**src/rtl/arb_grant_collector.sv**
```systemverilog
// Requester-side front end for an external N-way arbiter. It collects client requests,
// checks the returned grant, and queues the winning payload in a 2-entry FIFO.
module arb_grant_collector #(
    parameter int N  = 8,
    parameter int DW = 32,
    parameter int SW = 3
) (
    input  logic            clk,
    input  logic            rst_n,
    input  logic [N-1:0]    in_valid,
    input  logic [N*DW-1:0] in_data,
    output logic [N-1:0]    in_ready,
    output logic [N-1:0]    req,
    input  logic [N-1:0]    grant,
    output logic            out_valid,
    output logic [DW-1:0]   out_data,
    output logic [SW-1:0]   out_src,
    input  logic            out_ready,
    output logic            grant_err
);

    logic [1:0]    r_count;
    logic          r_wr_ptr;
    logic          r_rd_ptr;
    logic [DW-1:0] r_data [2];
    logic [SW-1:0] r_src  [2];
    logic          r_err;

    logic          w_space;
    logic          w_onehot;
    logic          w_legal;
    logic          w_bad;
    logic          w_push;
    logic          w_pop;
    logic [SW-1:0] w_idx;
    logic [DW-1:0] w_sel;

    assign w_space  = (r_count != 2'd2);
    assign req      = in_valid & {N{w_space}};
    assign w_onehot = (grant != '0) && ((grant & (grant - N'(1))) == '0);
    // Checking against req also rejects any grant while full, since req is then zero.
    assign w_legal  = w_onehot && ((grant & ~req) == '0);
    assign w_bad    = (grant != '0) && !w_legal;
    assign w_push   = w_legal;
    assign w_pop    = out_valid && out_ready;
    assign in_ready = w_legal ? grant : '0;

    always_comb begin
        w_idx = '0;
        w_sel = '0;
        for (int i = 0; i < N; i++) begin
            if (grant[i]) begin
                w_idx = w_idx | SW'(i);
                w_sel = w_sel | in_data[i*DW +: DW];
            end
        end
    end

    always_ff @(posedge clk or negedge rst_n) begin
        if (!rst_n) begin
            r_count  <= 2'd0;
            r_wr_ptr <= 1'b0;
            r_rd_ptr <= 1'b0;
            r_err    <= 1'b0;
            for (int i = 0; i < 2; i++) begin
                r_data[i] <= '0;
                r_src[i]  <= '0;
            end
        end else begin
            if (w_push) begin
                r_data[r_wr_ptr] <= w_sel;
                r_src[r_wr_ptr]  <= w_idx;
                r_wr_ptr         <= ~r_wr_ptr;
            end
            if (w_pop) begin
                r_rd_ptr <= ~r_rd_ptr;
            end
            case ({w_push, w_pop})
                2'b10:   r_count <= r_count + 2'd1;
                2'b01:   r_count <= r_count - 2'd1;
                default: r_count <= r_count;
            endcase
            r_err <= r_err | w_bad;
        end
    end

    assign out_valid = (r_count != 2'd0);
    assign out_data  = r_data[r_rd_ptr];
    assign out_src   = r_src[r_rd_ptr];
    assign grant_err = r_err;

endmodule

```
**config.mk**
```make
export PLATFORM = sky130hd
export DESIGN_NAME = arb_grant_collector
export DESIGN_NICKNAME = d
export VERILOG_FILES = /design/src/rtl/arb_grant_collector.sv
export SDC_FILE = /design/constraint.sdc
export NUM_CORES = 1
export LEC_CHECK = 0
export ABC_CLOCK_PERIOD_IN_PS = 2980
export CAP_MARGIN = 30
export CORE_AREA = 2 2 126 128
export CTS_CLUSTER_DIAMETER = 100
export CTS_CLUSTER_SIZE = 40
export DETAILED_ROUTE_END_ITERATION = 8
export DIE_AREA = 0 0 128 130
export GPL_ROUTABILITY_DRIVEN = 0
export GPL_TIMING_DRIVEN = 0
export PLACE_DENSITY = 0.83
export SLEW_MARGIN = 25
export SYNTH_ARGS = -nofsm -noshare
export SYNTH_HDL_FRONTEND = slang
export SYNTH_SLANG_ARGS = --single-unit
```
**constraint.sdc**
```tcl
create_clock -name clk -period 2.98 [get_ports clk]
set_input_delay 0.596 -clock clk [delete_from_list [all_inputs] [get_ports clk]]
set_output_delay 0.596 -clock clk [all_outputs]
set_load 0.02 [all_outputs]
```
==> impl_metrics.ini, run 1 <==
[global_routing]
overflow = 0
grt_pass1_vias = 5872
antenna_found_initial = 1
grt_pass1_wl_mm = 36.1
grt.total_usage_pct = 30.1
grt_start_max_net_pins = 40

[setup_path]
reg2reg_depth = 11
critPathLaunchType = input pin
arrival_ns = 3.13
r2r-start = r_count[0]
critPathKind = in -> reg
crit_path_end_kind = flop
reg2reg_to = r_data[23]
cp_max_fo = 10
critPathRequiredTime_ns = 3.19
rrSetupSlack_ns = 0.07

[die]
fp.coreArea_um2 = 15400
row_count = 46
dieArea_um2 = 16600
die-width_um = 128
initial_core_util_pct = 32.2
ios = 328
die_y_um = 130

[routing]
via_per_inst = 5.81
ant_nets = 0
wl_met3_mm = 2.39
drcViolationCount = 0
wl_per_cell_um = 26.5
wl_mm = 26.2
dr.pass1.iters = 5
via_count = 5758
m1WireLength_mm = 10.3
routed.top_layer = met5
dr_wl_met2_mm = 12.5
dr.first_iter.drc_count = 414

[cts]
cts_tree = built
numCtsBuffers = 9
htree_levels = 3
root_buffer = clkbuf_16
cts_buffer_depth = 2
cts.clk_slew.worst_paths_ns = 0.06
insertion_delay_ns = 0.33
cts_num_sinks = 75

[synthesis]
async_reset_ff_share_pct = 100
synth_cell_types = 36
synth_fp_nets = 718
synth-seq-area-share_pct = 37.8
syn_area_per_cell_um2 = 11.2
synth_edf_count = 0
ys.flop_type = dfrtp_1
synthesis.area_um2 = 4960
ys_ff_latch = 75
synth_cells = 442
yosys_warnings = 0

[sta]
fmax_mhz = 342
rsz0062_at_grt = yes
skew_ns = 0.00591
tightest_slew_ns = 1.04
fin_crit_sh_pct = 98.2
layout_min_cycle_time_ns = 2.93
max-slew-margin-rel_pct = 30.6
report.final.slew_viol_count = 0
finalHoldViolations = 0
setup_viol = 0

[finish]
final_common_cell = clkdlybuf4s50_1
seqCellArea_um2 = 1880
num-nets-final = 1070
layout-drive-gt1-share_pct = 22.9
stdcell_area_um2 = 8960
syn2layout_area_growth_pct = 80.5
post_layout_nonfiller_instances = 991
multiInputGateArea_um2 = 2900
mostFrequentLayoutCells = clkdlybuf4s50_1 (310), a22oi_1 (129), dfrtp_1 (74)
nFillCells = 1342

[flow_run]
drv_cap = 0

[placement]
hpwl_mm = 19.3
place_area_um2 = 8440
io_buffers = 321
place_inst = 956

[run_status]
status = finished, final reports clean

[power]
peakVddDrop_uv = 323
cellLeakagePower_nw = 3.92
power_density_nw_per_um2 = 428

[hold_path]
hp-class = in -> async
==> cell families after synthesis <==
| group | Yosys count | synth area share, % |
|---|---|---|
| xor+xnor | 5 | 0.882 |
| buf+inv | 51 | 5.32 |
| fa+ha+maj | 1 | 0.252 |
| compound gates | 139 | 21.0 |
| simple gates | 66 | 8.67 |
| mux | 105 | 26.1 |
| flops | 75 | 37.8 |
==> stage by stage <==
| step | TNS, ns | total power (W) | setup WS [ns] | hold slack (ns) | utilization, % |
|---|---|---|---|---|---|
| finish | 0 | 0.00384 | 0.0540 | 0.232 | 58.1 |
| global route | -0.0619 | 0.00399 | -0.0273 | 0.258 | 58.1 |
| CTS | 0 | 0.00383 | 0.00380 | 0.237 | 57.5 |
| detailed placement | -47.87 | 0.00273 | -1.32 | 0.462 | 54.7 |
| global placement | -142.68 | 0.00272 | -1.33 | 0.465 | 54.6 |
| floorplan | 0 | 0.00192 | 0.199 | 0.300 | - |
==> worst max-delay path, cell delays in order <==
cell	delay, ns
clkbuf_2	0.26
nor2_2	0.37
a21boi_2	0.11
o21ai_2	0.13
nand3_2	0.17
buf_4	0.18
buf_4	0.13
or4_1	0.52
buf_6	0.18
buf_12	0.16
mux2_4	0.30
==> cell type report <==
type	count	area share (%)
inverter	7	0.293
timing repair buffer	342	37.6
antenna	1	0.0279
clock inverter	6	0.642
multi-input combinational	316	32.4
buffer	43	2.96
clock buffer	9	2.51
sequential	75	21.0
tap	192	2.68
==> metal layers <==
metal	vias to the layer above	global-route usage [%]
li1	2464	-
met1	2850	36.2
met2	378	49.9
met3	64	8.24
met4	2	15.2
met5	-	0
==> what timing repair did <==
action	CTS	global route
pin swaps	6	5
buffers inserted	14	4
setup endpoints to repair	99	8
hold buffers	0	0
resized for setup	40	23
==> synthesized netlist by cell type, drive strengths merged (3+ instances only) <==
master	number	area, µm²
nand2	3	11.3
buf	16	133
nor4	5	61.3
clkbuf	28	105
nor2	3	11.3
dfrtp	75	1880
xnor2	3	26.3
nand4	33	206
mux2	105	1290
a22oi	130	976
and2	12	75.1
inv	7	26.3
==> how the worst max path moves through the flow <==
stage                             end  startpoint  cells after the start
after floorplan           in_ready[0]    grant[0]                      7
after global placement     r_data[50]       rst_n                      1
after detailed placement  in_ready[6]    grant[1]                      7
after CTS                 in_ready[4]    grant[7]                      8
after global routing      in_ready[5]  r_count[0]                      9
final                      r_data[23]    grant[5]                     11
==> power by group <==
group | internal, W | total [W] | switching [W]
logic | 0.000865 | 0.00156 | 0.000692
registers | 0.00112 | 0.00122 | 0.0000955
clock network | 0.000638 | 0.00106 | 0.000424
==> state kept, by name, indices dropped and copies added (netlist names) <==
signal	count
r_src	6
r_rd_ptr	1
r_data	64
grant_err	1
r_wr_ptr	1
r_count	2
No activity file was read; power rests on OpenSTA's default activity.
==> run 2, diff against run 1 <==
--- a/config.mk
+++ b/config.mk
@@ -6,7 +6,7 @@
 export NUM_CORES = 1
 export LEC_CHECK = 0
 export ABC_CLOCK_PERIOD_IN_PS = 2980
-export CAP_MARGIN = 30
+export CAP_MARGIN = 20
 export CORE_AREA = 2 2 126 128
 export CTS_CLUSTER_DIAMETER = 100
 export CTS_CLUSTER_SIZE = 40
==> impl_metrics.ini, run 2 (synthesized netlist as in run 1, its figures left out) <==
[finish]
largest_register_ffs = 64
regMostFlops = r_data
final_core_utilization_pct = 57.9
mostFrequentLayoutCells = clkdlybuf4s50_1 (310), a22oi_1 (129), dfrtp_1 (74)
top_regs = r_data x64, r_src x6, r_count x2
nFillCells = 1341
num-nets-final = 1068
syn2layout_area_growth_pct = 80.0
final_common_cell = clkdlybuf4s50_1
stdcell_area_um2 = 8940
layout-drive-gt1-share_pct = 22.7

[routing]
wl_per_cell_um = 26.4
via_per_inst = 5.75
drcViolationCount = 0
dr.pass1.iters = 5
dr.first_iter.drc_count = 511
via_count = 5688
ant_nets = 0
wl_mm = 26.1

[cts]
insertion_delay_ns = 0.33
numCtsBuffers = 9
root_buffer = clkbuf_16
hold_buffers = 0
cts_num_sinks = 75
cts.clk_slew.worst_paths_ns = 0.06
htree_levels = 3
cts_buffer_depth = 2
cts_tree = built

[sta]
layout_min_cycle_time_ns = 2.92
finalHoldViolations = 0
skew_ns = 0.00640
tightest_slew_ns = 1.11
fin_crit_sh_pct = 97.9
setup_viol = 0
fmax_mhz = 343
report.final.slew_viol_count = 0
max-slew-margin-rel_pct = 26.3
rsz0062_at_grt = yes
fin_hold_ws_ns = 0.229

[setup_path]
crit_path_end_kind = flop
cp_max_fo = 10
critPathKind = in -> reg
critPathRequiredTime_ns = 3.19
critPathLaunchType = input pin
arrival_ns = 3.13

[run_status]
status = finished, final reports clean

[placement]
place_area_um2 = 8440
hpwl_mm = 19.3
io_buffers = 321

[global_routing]
overflow = 0
antenna_found_initial = 1
grt_pass1_wl_mm = 36.1
grt_start_max_net_pins = 40
grt.total_usage_pct = 30.1
grt.busiest_layer = met2
grt_pass1_vias = 5872
met1_usage_pct = 36.2
met3_usage_pct = 8.24
met2_usage_pct = 49.9

[power]
cellLeakagePower_nw = 3.91
power_w = 0.00383
power_density_nw_per_um2 = 429
peakVddDrop_uv = 322

[die]
dieArea_um2 = 16600
fp.coreArea_um2 = 15400
initial_core_util_pct = 32.2
die_y_um = 130
ios = 328
die-width_um = 128
row_count = 46

[hold_path]
hp-class = in -> async

[flow_run]
drv_cap = 0
run 2: routing by layer:
layer	part of all wire, %	vias up	wire, µm
met3	9.6	69	2520
met4	4.1	2	1080
met2	47	376	12400
met1	39	2782	10200
met5	0.042	-	11
li1	-	2459	-
run 2: power by group:
part	internal, W	leakage [nW]	switching, W	total, W
logic	0.000863	2.75	0.000689	0.00155
registers	0.00112	1.02	0.0000924	0.00122
clock network	0.000638	0.141	0.000424	0.00106
total	0.00262	3.91	0.00121	0.00383
run 2: what timing repair did:
item,4_1_cts,5_1_grt
gates resized for setup,40,23
pin swaps,6,5
setup buffers,14,4
endpoints found under the setup margin,99,8
run 2: area by class of cell:
type                       instances  area [µm²]  share of cell area (%)
sequential                        75        1880                    21.0
inverter                           7        26.3                   0.294
clock buffer                       9         225                    2.52
clock inverter                     6        57.6                   0.644
timing repair buffer             340        3340                    37.4
multi-input combinational        316        2900                    32.4
antenna                            1        2.50                  0.0280
tap                              192         240                    2.69
buffer                            43         265                    2.97
run 2: stage by stage:
| step | std cells | TNS, ns | worst slack, ns |
|---|---|---|---|
| CTS | 984 | 0 | 0.00380 |
| global route | 988 | -0.0618 | -0.0273 |
| detailed placement | 956 | -47.87 | -1.32 |
| floorplan | 442 | 0 | 0.199 |
| global placement | 955 | -142.68 | -1.33 |
| finish | 989 | 0 | 0.0623 |
run 2: final timing paths:
path                            start         end  slack, ns  cells after the start
max                          grant[5]  r_data[23]       0.06                     11
min                             rst_n  r_count[0]       0.23                      1
max reg2reg                r_count[0]  r_data[23]       0.09                     11
min reg2reg                 grant_err   grant_err       0.48                      1
max in group asynchronous       rst_n  r_data[49]       2.14                      2
min in group clk            grant_err   grant_err       0.48                      1
run 2: worst max-delay path, cell delays in order:
cell	delay (ns)
clkbuf_2	0.26
nor2_2	0.37
a21boi_2	0.11
o21ai_2	0.13
nand3_2	0.17
buf_4	0.18
buf_4	0.13
or4_1	0.52
buf_6	0.18
buf_12	0.17
mux2_4	0.30
